===== src/rtl/mem_arbiter_pkg.sv =====
// Shared definitions for the fetch/exe memory arbiter: FSM states, access sizes, defaults.
package mem_arbiter_pkg;

    typedef enum logic [1:0] {
        ST_IDLE = 2'd0,
        ST_BUSY = 2'd1,
        ST_RESP = 2'd2
    } state_e;

    typedef enum logic [1:0] {
        SIZE_BYTE = 2'b00,
        SIZE_HALF = 2'b01,
        SIZE_WORD = 2'b10
    } size_e;

    localparam int unsigned DEF_STARVE_MAX = 4;
    localparam int unsigned DEF_TIMEOUT    = 16;

    // Reserved size code is treated as an unserviceable access, like a misaligned one.
    function automatic logic misaligned(input logic [1:0] size, input logic [1:0] addr_lo);
        logic bad;
        case (size)
            SIZE_BYTE: bad = 1'b0;
            SIZE_HALF: bad = addr_lo[0];
            SIZE_WORD: bad = (addr_lo != 2'b00);
            default:   bad = 1'b1;
        endcase
        return bad;
    endfunction

endpackage


===== src/rtl/mem_arb_wdt.sv =====
// BUSY-cycle watchdog: expired is high during the TIMEOUT-th consecutive enabled cycle.
module mem_arb_wdt #(
    parameter int unsigned TIMEOUT = 16
) (
    input  logic clk,
    input  logic rst,
    input  logic clear,
    input  logic enable,
    output logic expired
);

    localparam int unsigned CW = (TIMEOUT < 2) ? 1 : $clog2(TIMEOUT);

    logic [CW-1:0] cnt;

    assign expired = enable && (cnt == CW'(TIMEOUT - 1));

    always_ff @(posedge clk) begin
        if (rst || clear) begin
            cnt <= '0;
        end else if (enable && !expired) begin
            cnt <= cnt + 1'b1;
        end
    end

endmodule


===== src/rtl/mem_arbiter.sv =====
// Two-master arbiter (instruction fetch, load/store) onto one memory port, with
// anti-starvation for fetch, alignment rejection and a BUSY timeout.
module mem_arbiter
    import mem_arbiter_pkg::*;
#(
    parameter int unsigned STARVE_MAX = DEF_STARVE_MAX,
    parameter int unsigned TIMEOUT    = DEF_TIMEOUT
) (
    input  logic        clk_i,
    input  logic        rst_i,
    input  logic        fetch_req_i,
    input  logic [31:0] fetch_addr_i,
    output logic        fetch_ack_o,
    output logic [31:0] fetch_data_o,
    output logic        fetch_err_o,
    input  logic        exe_req_i,
    input  logic        exe_we_i,
    input  logic [1:0]  exe_size_i,
    input  logic [31:0] exe_addr_i,
    input  logic [31:0] exe_wdata_i,
    output logic        exe_ack_o,
    output logic [31:0] exe_rdata_o,
    output logic        exe_err_o,
    output logic        mem_req_o,
    output logic        mem_we_o,
    output logic [1:0]  mem_size_o,
    output logic [31:0] mem_addr_o,
    output logic [31:0] mem_wdata_o,
    input  logic        mem_ack_i,
    input  logic [31:0] mem_rdata_i
);

    localparam int unsigned SW = (STARVE_MAX < 1) ? 1 : $clog2(STARVE_MAX + 1);
    localparam logic [SW-1:0] STREAK_MAX = SW'(STARVE_MAX);

    state_e        state_q, state_d;
    logic [SW-1:0] streak_q;
    logic          winner_exe_q;
    logic          grant_exe, grant_fetch, reject;
    logic          expired, done;

    mem_arb_wdt #(.TIMEOUT(TIMEOUT)) u_wdt (
        .clk     (clk_i),
        .rst     (rst_i),
        .clear   (state_q != ST_BUSY),
        .enable  (state_q == ST_BUSY),
        .expired (expired)
    );

    // A coincident ack and expiry completes as a success.
    assign done = mem_ack_i || expired;

    always_comb begin
        state_d     = state_q;
        grant_exe   = 1'b0;
        grant_fetch = 1'b0;
        reject      = 1'b0;
        case (state_q)
            ST_IDLE: begin
                if (exe_req_i && !(fetch_req_i && streak_q == STREAK_MAX)) begin
                    grant_exe = 1'b1;
                end else if (fetch_req_i) begin
                    grant_fetch = 1'b1;
                end
                reject = grant_exe && misaligned(exe_size_i, exe_addr_i[1:0]);
                if (reject) begin
                    state_d = ST_RESP;
                end else if (grant_exe || grant_fetch) begin
                    state_d = ST_BUSY;
                end
            end
            ST_BUSY: if (done) state_d = ST_RESP;
            ST_RESP: state_d = ST_IDLE;
            default: state_d = ST_IDLE;
        endcase
    end

    always_ff @(posedge clk_i) begin
        if (rst_i) begin
            state_q      <= ST_IDLE;
            streak_q     <= '0;
            winner_exe_q <= 1'b0;
            fetch_ack_o  <= 1'b0;
            fetch_err_o  <= 1'b0;
            fetch_data_o <= '0;
            exe_ack_o    <= 1'b0;
            exe_err_o    <= 1'b0;
            exe_rdata_o  <= '0;
            mem_req_o    <= 1'b0;
            mem_we_o     <= 1'b0;
            mem_size_o   <= '0;
            mem_addr_o   <= '0;
            mem_wdata_o  <= '0;
        end else begin
            state_q     <= state_d;
            fetch_ack_o <= 1'b0;
            fetch_err_o <= 1'b0;
            exe_ack_o   <= 1'b0;
            exe_err_o   <= 1'b0;
            case (state_q)
                ST_IDLE: begin
                    if (reject) begin
                        exe_ack_o   <= 1'b1;
                        exe_err_o   <= 1'b1;
                        exe_rdata_o <= '0;
                    end else if (grant_exe) begin
                        winner_exe_q <= 1'b1;
                        mem_req_o    <= 1'b1;
                        mem_we_o     <= exe_we_i;
                        mem_size_o   <= exe_size_i;
                        mem_addr_o   <= exe_addr_i;
                        mem_wdata_o  <= exe_wdata_i;
                        if (!fetch_req_i) begin
                            streak_q <= '0;
                        end else if (streak_q != STREAK_MAX) begin
                            streak_q <= streak_q + 1'b1;
                        end
                    end else if (grant_fetch) begin
                        winner_exe_q <= 1'b0;
                        mem_req_o    <= 1'b1;
                        mem_we_o     <= 1'b0;
                        mem_size_o   <= SIZE_WORD;
                        mem_addr_o   <= fetch_addr_i;
                        mem_wdata_o  <= '0;
                        streak_q     <= '0;
                    end else begin
                        streak_q <= '0;
                    end
                end
                ST_BUSY: begin
                    if (done) begin
                        mem_req_o <= 1'b0;
                        if (winner_exe_q) begin
                            exe_ack_o   <= 1'b1;
                            exe_err_o   <= !mem_ack_i;
                            exe_rdata_o <= (mem_ack_i && !mem_we_o) ? mem_rdata_i : '0;
                        end else begin
                            fetch_ack_o  <= 1'b1;
                            fetch_err_o  <= !mem_ack_i;
                            fetch_data_o <= mem_ack_i ? mem_rdata_i : '0;
                        end
                    end
                end
                default: ;
            endcase
        end
    end

endmodule


===== config.mk =====
export PLATFORM = sky130hd
export DESIGN_NAME = mem_arbiter
export DESIGN_NICKNAME = d
export VERILOG_FILES = /design/src/rtl/mem_arbiter_pkg.sv /design/src/rtl/mem_arb_wdt.sv /design/src/rtl/mem_arbiter.sv
export SDC_FILE = /design/constraint.sdc
export NUM_CORES = 1
export LEC_CHECK = 0
export ABC_AREA = 1
export CAP_MARGIN = 20
export CORE_MARGIN = 8
export CORE_UTILIZATION = 43
export DETAILED_ROUTE_END_ITERATION = 8
export GPL_ROUTABILITY_DRIVEN = 0
export HOLD_SLACK_MARGIN = 0.05
export PLACE_DENSITY = 0.89
export SLEW_MARGIN = 20
export SYNTH_ARGS = -nofsm -noshare
export SYNTH_HDL_FRONTEND = slang
export SYNTH_SLANG_ARGS = --single-unit

===== constraint.sdc =====
create_clock -name clk_i -period 2.2 [get_ports clk_i]
set_input_delay 0.44 -clock clk_i [delete_from_list [all_inputs] [get_ports clk_i]]
set_output_delay 0.44 -clock clk_i [all_outputs]
set_load 0.01 [all_outputs]

## After elaboration in Yosys (flattened, before gate mapping)

Index checks and enable logic that the tools add are counted.

| storage, ports and cells | value |
|---|---|
| output and inout port bits | 136 |
| register bits after elaboration | 146 |
| bits of input ports | 136 |
| logic and storage cells | 106 |

| operators by class | value |
|---|---|
| $add $sub $neg | 2 |
| reductions and logical operators | 26 |
| equal/unequal tests | 14 |
| multiplexer cells | 45 |
| bitwise logic cells | 4 |

Operators with widths:

| kind | count |
|---|---|
| $mux 32 | 9 |
| $pmux 32 s2 | 1 |
| $mux 1 | 22 |
| $mux 2 | 5 |
| $mux 3 | 3 |
| $ne 3x3->1 const B | 3 |
| $reduce_and 3->1 | 3 |
| $ne 2x2->1 const B | 4 |
| $reduce_and 4->1 | 2 |
| $logic_and 1x1->1 | 6 |
| $pmux 1 s2 | 3 |
| $reduce_bool 2->1 | 3 |
| $add 4x1->4 const B | 1 |
| $eq 2x1->1 const B | 2 |
| $eq 4x4->1 const B | 1 |
| $logic_not 1->1 | 4 |
| $logic_not 2->1 | 2 |
| $not 1->1 | 4 |
| $pmux 2 s2 | 1 |
| $reduce_or 4->1 | 1 |
| $add 3x1->3 const B | 1 |
| $eq 3x3->1 const B | 1 |
| $logic_or 1x1->1 | 3 |
| $ne 3x2->1 const B | 1 |
| other kinds (5) | 5 |

## Longest topological paths before layout

Gate-level depths: netlist (run 1).

| depth | value |
|---|---|
| word-level depth | 11 |
| mapped depth | 11 |
| gate-level depth less buffers | 10 |

## Modules after synthesis

A second synthesis (run 1) with hierarchy kept.

| second synthesis, totals | value |
|---|---|
| cell total of the unflattened synthesis | 984 |
| area, all modules | 6,404.9 µm² |

By module, submodules not included:

| module | cells each | instances | seq. area each (µm²) | area each (µm²) |
|---|---|---|---|---|
| mem_arbiter | 953 | 1 | 2,842.7 | 6,195.9 |
| mem_arb_wdt | 31 | 1 | 80.1 | 209.0 |

## Worst setup path before layout (run 1)

OpenSTA, ideal clock, no wires.

| timing | value |
|---|---|
| kind | flip-flop to flip-flop |
| start point | register streak_q[0] |
| end point | register exe_rdata_o[25] |
| data required time | 2,085 ps |
| slack | 583 ps |
| arrival | 1,502 ps |
| clock period less this slack | 1,617 ps |
| cell stages (with the launch flop) | 11 |
| cells stage by stage | dfxtp_1 inv_1 ha_1 nand3_1 nand2_1 nor2_4 nand2_2 buf_2 buf_2 a21boi_1 nor2_1 |

| on the way | value |
|---|---|
| word-level cells in the longest chain between the ends | 10 |

RTL lines:

| what | line | RTL |
|---|---|---|
| start: declaration | mem_arbiter.sv:37 | `logic [SW-1:0] streak_q;` |
| start signal: assignment | mem_arbiter.sv:116 | `streak_q <= streak_q + 1'b1;` |
| $eq 3x3->1 | mem_arbiter.sv:60 | `if (exe_req_i && !(fetch_req_i && streak_q == STREAK_MAX)) begin` |
| $logic_and 1x1->1 | mem_arbiter.sv:60 |  |
| $logic_not 1->1 | mem_arbiter.sv:60 |  |
| $logic_and 1x1->1 | mem_arbiter.sv:60 |  |
| $mux 1 | mem_arbiter.sv:60 |  |
| $mux 1 | mem_arbiter.sv:58 | `case (state_q)` |
| $logic_and 1x1->1 | mem_arbiter.sv:65 | `reject = grant_exe && misaligned(exe_size_i, exe_addr_i[1:0]);` |
| $mux 1 | mem_arbiter.sv:58 |  |
| $ne 2x2->1 (no source line) | - |  |
| $reduce_and 4->1 (no source line) | - |  |
| end signal: assignment | mem_arbiter.sv:136 | `exe_rdata_o <= (mem_ack_i && !mem_we_o) ? mem_rdata_i : '0;` |
| end: declaration | mem_arbiter.sv:22 | `output logic [31:0] exe_rdata_o,` |

Every way passes these cells. The select of a mux whose other input is x is not followed.
A chain may end at the register's enable or synchronous reset.

## Worst setup path after layout (run 1)

| timing | value |
|---|---|
| start point | register mem_we_o |
| end point | output mem_we_o |

RTL lines:

| what | line | RTL |
|---|---|---|
| start: declaration | mem_arbiter.sv:25 | `output logic mem_we_o,` |
| start signal: assignment | mem_arbiter.sv:109 | `mem_we_o <= exe_we_i;` |

No word-level cell between the ends.

==> flow_summary.json, run 1 <==
{
  "outcome": "finished clean",
  "diodes": 0,
  "antenna_found_initial": 0,
  "ant_nets": 0,
  "clk_pin_slew_worst_paths_ns": 0.06,
  "p_leak_uw": 0.004127,
  "area_growth_pct": 56.58,
  "core_um2": 14420,
  "fmax_mhz": 539.2,
  "io_buffers": 271,
  "syn_inst": 915,
  "cts_sinks": 146,
  "rows": 44,
  "crit_family": "buffers and inverters",
  "fillers": 1181,
  "ys_types": 29,
  "timing.final.max_slew_violations": 0,
  "grt.total_usage_pct": 22.28,
  "hp-start": "fetch_data_o[19]",
  "grt_pass1_wl_mm": 33.23,
  "synth-seq-cells": 146,
  "drc": 0,
  "whs_path_depth": 2,
  "power.density_nw_per_um2": 830.7,
  "synth.cell_area_um2": 6285,
  "dr_total_vias": 6720,
  "grt_pass1_vias": 6624,
  "ios": 272,
  "tightest_slew_ns": 0.7802,
  "worst-path-buf-inv": 1,
  "nNetsFinal": 1303,
  "end_kind": "output pin",
  "setup_viol": 0,
  "r2r-start": "u_wdt.cnt[0]",
  "critical_path_class": "register to output pin",
  "reg2regPathDepth": 7,
  "h-tree-depth": 4,
  "dpl_cell_area_um2": 9228,
  "hp-class": "register to register",
  "drt-initial-drc-count": 421,
  "grt_remaining_overflow": 0,
  "cts-root-buf": "clkbuf_16",
  "worstPathArrival_ns": 1.41,
  "clk_latency_ns": 0.42,
  "finalSetupTns_ns": 0,
  "hold_viol": 0,
  "cts_tree": "yes",
  "final.min_clock_period_ns": 1.855,
  "yosysSeqAreaShare_pct": 46.51,
  "max-vdd-ir-drop_mv": 0.6072,
  "seq_area_um2": 2923,
  "crit_fanout": 3,
  "cts_resized": 0,
  "die_h_um": 136.9,
  "multi_input_area_um2": 2935,
  "numCtsBuffers": 17,
  "syn_area_per_cell_um2": 6.869,
  "routedWlPerCell_um": 15.41,
  "via_per_inst": 4.941,
  "final_cell_area_um2": 9841,
  "initial_core_util_pct": 43.57,
  "rsz0062_at_grt": "no",
  "wl_mm": 20.96,
  "hold_end": "fetch_data_o[19]",
  "clock_skew_ns": 0.006059,
  "die_w_um": 136.9,
  "drive_gt1_share_pct": 5.272,
  "slowest_stage": "clkdlybuf4s50_1",
  "syn-num-nets": 1054,
  "r2r_slack_ns": 0.38,
  "worstPathRequired_ns": 1.76,
  "grt_max_degree": 73,
  "postCtsSetupRepairBufs": 0,
  "max-cap-violations": 0,
  "slowest_delay_ns": 0.58,
  "post-dp-hpwl_mm": 15.13,
  "die-area_um2": 18740,
  "dr.pass1.iters": 6,
  "worstSetupStartpointType": "register",
  "hold_buffers": 0,
  "rr_endpoint": "exe_rdata_o[0]",
  "crit_chain": "clkdlybuf4s50_1",
  "yosysWarnings": 0,
  "clock_path_buffers": 2,
  "finalCritPeriodShare_pct": 84.30,
  "slew_headroom_pct": 47.99
}
==> per-stage QoR <==
stage / hold WS (ns) / power (uW) / setup WS (ns) / utilization [%] / std cells
floorplan: 0.4475 / 4153 / 0.5829 / - / 915
global placement: 0.4475 / 5177 / 0.08851 / 63.97 / 1329
detailed placement: 0.4529 / 5235 / 0.04098 / 63.97 / 1329
CTS: 0.4621 / 8223 / 0.3338 / 68.23 / 1360
global route: 0.4810 / 8589 / 0.2612 / 68.23 / 1360
finish: 0.4601 / 8175 / 0.3453 / 68.23 / 1360
==> sequential cells by signal (all words and copies together), names as in the netlist, 2 cells and up <==
register,flops
exe_rdata_o,32
fetch_data_o,32
mem_addr_o,32
mem_wdata_o,32
u_wdt.cnt,4
streak_q,3
mem_size_o,2
state_q,2
==> synthesized netlist by cell type (all sizes together) <==
cell | number | area share [%]
nand3b | 23 | 2.7
nand3 | 43 | 3.6
xnor2 | 1 | 0.14
a21boi | 23 | 2.7
ha | 3 | 0.60
clkbuf | 23 | 1.4
nand2 | 353 | 21
a21oi | 72 | 5.7
buf | 36 | 2.8
o21ai | 8 | 0.70
dfxtp | 146 | 47
inv | 49 | 2.9
nor3 | 3 | 0.40
nor2 | 127 | 7.8
o21bai | 1 | 0.18
nand4 | 2 | 0.20
nor3b | 1 | 0.12
a41oi | 1 | 0.14
==> report_power, final <==
group / leakage [uW] / internal [uW] / switching (uW) / total (uW)
clock: 0.000298 / 1890 / 1090 / 2980
sequential: 0.00119 / 2910 / 142 / 3060
combinational: 0.00263 / 1040 / 1100 / 2130
total: 0.00413 / 5850 / 2330 / 8170
==> metal layers <==
layer / up-vias / GRT usage (%) / wire length (um)
met4: 0 / 13.82 / 1199
met2: 253 / 37.21 / 10210
met5: - / 0 / 0
li1: 3352 / - / -
met3: 71 / 7.599 / 1702
met1: 3044 / 23.88 / 7849
==> area by class of cell <==
class / instances / area share [%]
clock buffer: 22 / 4.921
clock inverter: 9 / 1.310
inverter: 49 / 1.869
multi-input combinational: 661 / 29.83
sequential: 146 / 29.70
tap: 184 / 2.339
timing repair buffer: 289 / 30.03
==> cells in the final DEF (no fill, tap or decap), types with 3 or more instances in the layout <==
cell type,instances
clkinv_2,3
inv_1,47
nor2_1,125
buf_4,9
a21boi_1,7
clkdlybuf4s50_1,270
nand3b_1,23
nand3_1,41
bufinv_16,3
clkbuf_16,17
ha_1,3
nand2_1,350
clkbuf_8,4
a21oi_1,72
dfxtp_1,146
a21boi_0,16
o21ai_0,7
buf_12,9
==> cell families after synthesis <==
group / Yosys count / synth area share, %
AND/OR/NAND/NOR: 552 / 36.15
flip-flops: 146 / 46.51
buffers and inverters: 108 / 7.107
AO/OA/AOI/OAI: 105 / 9.496
adder cells (fa/ha/maj): 3 / 0.5973
XOR/XNOR: 1 / 0.1394
==> worst max-delay path by stage <==
stage / startpoint / end / slack, ns / depth (start not counted)
2_1_floorplan: streak_q[0] / exe_rdata_o[25] / 0.58 / 10
3_3_place_gp: exe_addr_i[0] / exe_err_o / 0.09 / 9
3_5_place_dp: exe_addr_i[0] / mem_wdata_o[21] / 0.04 / 8
4_1_cts: mem_we_o / mem_we_o / 0.33 / 1
5_1_grt: u_wdt.cnt[0] / exe_rdata_o[0] / 0.26 / 7
6_report: mem_we_o / mem_we_o / 0.35 / 1
==> worst reg2reg max path, cell delays in order (launching register included) <==
cell,delay (ns)
dfxtp_1,0.37
ha_1,0.22
nand3_2,0.16
o21bai_2,0.21
nand2_1,0.17
buf_4,0.26
a21boi_0,0.24
nor2_1,0.07
No activity file was read; power rests on OpenSTA's default activity.
==> run 2: changes to the inputs <==
==> constraint.sdc (replaced) <==
create_clock -name clk_i -period 1.8 [get_ports clk_i]
set_input_delay 0.36 -clock clk_i [delete_from_list [all_inputs] [get_ports clk_i]]
set_output_delay 0.36 -clock clk_i [all_outputs]
set_load 0.01 [all_outputs]
==> run 2 against run 1 <==
Compared with the run above:
- wire length up 6.4%
- register-to-register slack worse by 0.30 ns
- clock skew up 0.0039 ns
- non-clock buffer count increased by 31
- critical path depth up 10
- total power up 23%
- sequential cell count stayed put
- combinational power up 37%
- global-route usage increased by 0.41 points
- core utilization is 2.2 points higher
- sequential share of layout area down 0.92 points
- final cell count grew 2.2%
- largest cell class unchanged
- largest power group unchanged
==> flow_summary.json, run 2 (synthesis gave the netlist of run 1 again) <==
{
  "outcome": "finished clean",
  "crit_fanout": 17,
  "fmax_mhz": 580.7,
  "seq_area_um2": 2924,
  "multi_input_area_um2": 2965,
  "finalCritPeriodShare_pct": 95.68,
  "worstPathRequired_ns": 2.15,
  "ios": 272,
  "worstSetupStartpointType": "register",
  "hold_viol": 0,
  "use_met1_pct": 23.51,
  "grt_pass1_wl_mm": 34.00,
  "max-cap-violations": 0,
  "worstPathArrival_ns": 2.07,
  "cts_tree": "yes",
  "hold_buffers": 0,
  "slew_headroom_pct": 75.06,
  "p_leak_uw": 0.004319,
  "max-vdd-ir-drop_mv": 0.5266,
  "rows": 44,
  "nNetsFinal": 1334,
  "cts-root-buf": "clkbuf_16",
  "wl_mm": 22.31,
  "drive_gt1_share_pct": 7.546,
  "drt-initial-drc-count": 392,
  "h-tree-depth": 4,
  "die_h_um": 136.9,
  "dr_total_vias": 6876,
  "numCtsBuffers": 17,
  "diodes": 0,
  "grt.total_usage_pct": 22.69,
  "io_buffers": 271,
  "fillers": 1107,
  "clk_latency_ns": 0.42,
  "setup_viol": 0,
  "fin_util_pct": 70.43,
  "area_growth_pct": 61.64,
  "setup_ws_ns": 0.07780,
  "clk_pin_slew_worst_paths_ns": 0.06,
  "cts_sinks": 146,
  "clock_path_buffers": 2,
  "die_w_um": 136.9,
  "grt_max_degree": 71,
  "grt_use_met2_pct": 39.91,
  "routedWlPerCell_um": 16.05,
  "slowest_stage": "dfxtp_2",
  "timing.final.max_slew_violations": 0,
  "crit_start": "streak_q[0]",
  "tightest_slew_ns": 0.3736,
  "post-dp-hpwl_mm": 15.51,
  "hp-start": "rst_i",
  "initial_core_util_pct": 43.57,
  "ant_nets": 0,
  "critical_path_class": "register to register",
  "grt_util_met3_pct": 7.599,
  "drc": 0,
  "place_ws_ns": -0.1844,
  "slowest_delay_ns": 0.34,
  "finalSetupTns_ns": 0,
  "busiest_layer": "met2",
  "hp-class": "primary input to register",
  "final.min_clock_period_ns": 1.722,
  "final_common_cell": "nand2_1",
  "r2r-start": "streak_q[0]",
  "die-area_um2": 18740,
  "clock_skew_ns": 0.009943,
  "dr.pass1.iters": 5,
  "final_cell_mix": "nand2_1 (348), clkdlybuf4s50_1 (269), dfxtp_1 (145)",
  "power.density_nw_per_um2": 987.5,
  "via_per_inst": 4.947,
  "core_um2": 14420,
  "grt_remaining_overflow": 0,
  "end_kind": "register",
  "antenna_found_initial": 0,
  "crit_chain": "inv_1 > ha_1 > nand3_2 > nand2_2 > nor2_4 > buf_4 > clkbuf_16 > nand2_1 > nand2_1 > nor2_1 > nor2_1",
  "grt_pass1_vias": 6940
}
==> run 2: stage by stage <==
stage | hold WS [ns] | cells | area [um^2] | power, uW
floorplan | 0.4475 | 915 | 6285 | 5076
global placement | 0.4459 | 1355 | 9498 | 6511
detailed placement | 0.4502 | 1355 | 9498 | 6597
CTS | 0.4078 | 1385 | 10050 | 10010
global route | 0.4395 | 1390 | 10160 | 10520
finish | 0.4159 | 1390 | 10160 | 10030
==> run 2: layout make-up <==
type | count | share of cell area [%]
repair buffers | 320 | 32.49
well taps | 184 | 2.266
multi-input cells | 661 | 29.19
inverters | 49 | 1.811
flip-flops and latches | 146 | 28.78
clock inverters | 5 | 0.7760
clock buffers | 25 | 4.680
==> run 2: routing by layer <==
metal	part of all wire [%]	vias to the layer above
met5	0	-
met4	4.8	0
met3	7.8	67
met2	50	250
met1	37	3138
li1	-	3421
==> run 2: worst paths after layout <==
kind / end / slack (ns) / depth (start not counted)
setup / recovery: mem_addr_o[7] / 0.08 / 11
hold reg to reg: mem_wdata_o[11] / 0.46 / 2
hold / removal: streak_q[0] / 0.42 / 4
setup reg to reg: mem_addr_o[7] / 0.08 / 11
==> run 2: worst max-delay path, delay by kind of cell (launching register included) <==
kind	cells	cell delay, ns
buffers and inverters	3	0.39
DFF	1	0.34
adders and majority gates	1	0.20
and+or+nand+nor	7	0.72
==> run 2: timing repair <==
item	in CTS	in global routing
endpoints found under the setup margin	0	82
resized for setup	0	13
buffers inserted	0	3
==> run 2: power breakdown <==
group | switching, uW | internal (uW) | total [uW] | leakage (uW)
Combinational | 1440 | 1470 | 2910 | 0.00285
Sequential | 176 | 3560 | 3740 | 0.00120
Clock | 1290 | 2100 | 3380 | 0.000271
==> run 3: changes to the inputs <==
--- a/config.mk
+++ b/config.mk
@@ -8,11 +8,11 @@
 export ABC_AREA = 1
 export CAP_MARGIN = 20
 export CORE_MARGIN = 8
-export CORE_UTILIZATION = 43
+export CORE_UTILIZATION = 38
 export DETAILED_ROUTE_END_ITERATION = 8
 export GPL_ROUTABILITY_DRIVEN = 0
 export HOLD_SLACK_MARGIN = 0.05
-export PLACE_DENSITY = 0.89
+export PLACE_DENSITY = 0.84
 export SLEW_MARGIN = 20
 export SYNTH_ARGS = -nofsm -noshare
 export SYNTH_HDL_FRONTEND = slang
==> constraint.sdc (replaced) <==
create_clock -name clk_i -period 1.4 [get_ports clk_i]
set_input_delay 0.28 -clock clk_i [delete_from_list [all_inputs] [get_ports clk_i]]
set_output_delay 0.28 -clock clk_i [all_outputs]
set_load 0.01 [all_outputs]
==> run 3 against run 2 <==
Compared with the run above:
- the run now ends with setup timing left
- count of clock-buffer cells in the layout is the same
- sequential cell count is the same
- sequential power grew 29%
- final cell count grew 6.3%
- largest power group is now combinational logic
- highest routed layer unchanged
==> flow_summary.json, run 3 (synthesis gave the netlist of run 1 again) <==
{
  "cts_sinks": 146,
  "drt-initial-drc-count": 536,
  "end_kind": "register",
  "rsz0062_at_grt": "yes",
  "crit_fanout": 7,
  "initial_core_util_pct": 38.44,
  "grt_pass1_vias": 7279,
  "r2r_slack_ns": -0.29,
  "timing.final.max_slew_violations": 0,
  "combinationalPowerShare_pct": 33.9,
  "slew_headroom_pct": 70.70,
  "setup_ws_ns": -0.2856,
  "cts_tree": "yes",
  "h-tree-depth": 4,
  "netSwitchingFraction_pct": 31.76,
  "numCtsBuffers": 17,
  "hold_viol": 0,
  "final_common_cell": "nand2_1",
  "final_cell_mix": "nand2_1 (277), dfxtp_1 (140), clkdlybuf4s50_1 (132)",
  "clockPowerShare_pct": 32.9,
  "io_buffers": 271,
  "clock_skew_ns": 0.01116,
  "area_growth_pct": 85.43,
  "fillers": 1179,
  "cts-root-buf": "clkbuf_16",
  "crit_chain": "nor2_4 > buf_4 > nand3_4 > o21ai_4 > buf_6 > buf_6 > buf_16 > nor2_1 > nor2_1",
  "hold_buffers": 0,
  "die_w_um": 144.6,
  "clk_latency_ns": 0.43,
  "drive_gt1_share_pct": 25.96,
  "critical_path_class": "register to register",
  "worstSetupStartpointType": "register",
  "reg2regPathDepth": 9,
  "clk_pin_slew_worst_paths_ns": 0.06,
  "final_cell_area_um2": 11650,
  "post-dp-hpwl_mm": 15.97,
  "p_leak_uw": 0.005357,
  "crit_path_end": "mem_addr_o[20]",
  "worstPathRequired_ns": 1.74,
  "slowest_stage": "dfxtp_2",
  "outcome": "finished, violations left",
  "grt_max_degree": 34,
  "hp-class": "primary input to register",
  "grt_remaining_overflow": 0,
  "final.min_clock_period_ns": 1.686,
  "ant_nets": 0,
  "r2r-start": "state_q[1]",
  "dr.pass1.iters": 5,
  "rows": 47,
  "max-vdd-ir-drop_mv": 0.9175,
  "intPower_uw": 9928,
  "grt_pass1_wl_mm": 38.67,
  "dpl.cell_count": 1398,
  "finalCritPeriodShare_pct": 120.4,
  "p_sw_uw": 4621,
  "stdcell_count": 1478,
  "dpl_cell_area_um2": 9588,
  "fmax_mhz": 593.3,
  "grt.total_usage_pct": 23.93,
  "die_h_um": 144.6,
  "slowest_delay_ns": 0.35,
  "ios": 272,
  "seqPwrFrac_pct": 33.2,
  "routedWlPerCell_um": 19.49,
  "drc": 0,
  "max-cap-violations": 0,
  "core_um2": 16350,
  "power.density_nw_per_um2": 1248,
  "violations": "setup timing",
  "crit_start": "state_q[1]",
  "wl_mm": 28.81,
  "place_ws_ns": -0.5312,
  "worstPathArrival_ns": 2.03,
  "clock_path_buffers": 2,
  "tightest_slew_ns": 0.4395,
  "antenna_found_initial": 2,
  "dr_total_vias": 7637,
  "via_per_inst": 5.167,
  "nNetsFinal": 1382,
  "die-area_um2": 20910,
  "setup_viol": 141,
  "rr_endpoint": "mem_addr_o[20]"
}
## run 3: how the worst min path moves through the flow
stage	start	endpoint	slack [ns]	cells past startpoint
after floorplan	mem_ack_i	exe_err_o	0.37	1
after global placement	fetch_data_o[26]	fetch_data_o[26]	0.45	2
after detailed placement	fetch_data_o[20]	fetch_data_o[20]	0.45	2
after CTS	rst_i	u_wdt.cnt[3]	0.24	4
after global routing	mem_ack_i	exe_err_o	0.15	2
final	mem_ack_i	exe_err_o	0.13	2
## run 3: stage by stage
step	util, %	setup TNS (ns)	hold slack (ns)	power [uW]
2_1_floorplan	-	-0.9047	0.3687	6601
3_3_place_gp	58.65	-54.66	0.4471	8322
3_5_place_dp	58.65	-59.51	0.4506	8403
4_1_cts	66.60	-15.22	0.2420	13790
5_1_grt	71.28	-30.83	0.1525	15120
6_report	71.28	-22.49	0.1303	14550
## run 3: cell type report
type	count	area, um^2	area share [%]
clock inverters	7	93.84	0.8052
inverters	49	183.9	1.578
well taps	220	275.3	2.362
repair buffers	366	3849	33.03
flip-flops and latches	146	2930	25.14
clock buffers	25	525.5	4.509
diodes	2	5.005	0.04295
multi-input cells	663	3791	32.53
## run 3: routing by layer
metal  part of all wire [%]  routed length [um]  track usage, %
met2                     51               14580           42.06
met3                    7.0                2005           6.009
met5                      0                   0               0
met1                     37               10670           25.82
met4                    5.4                1547           13.31
## run 3: power groups by stage
stage	Clock, uW	Sequential [uW]	Combinational, uW
after floorplan	0	5060	1540
after global placement	0	4860	3460
after detailed placement	0	4880	3530
after CTS	4820	4780	4190
after global routing	5010	4870	5230
final	4790	4830	4930
## run 3: timing repair
item,in CTS,in global routing
gates resized for setup,234,218
gates cloned,15,8
buffers inserted,18,10
pin swaps,14,34
endpoints found under the setup margin,272,148
## run 3: worst max-delay path: cells and delay by family (launching register included)
family | cells | cell delay (ns)
buf+inv | 4 | 0.56
simple gates | 4 | 0.45
flops | 1 | 0.35
compound gates | 1 | 0.24
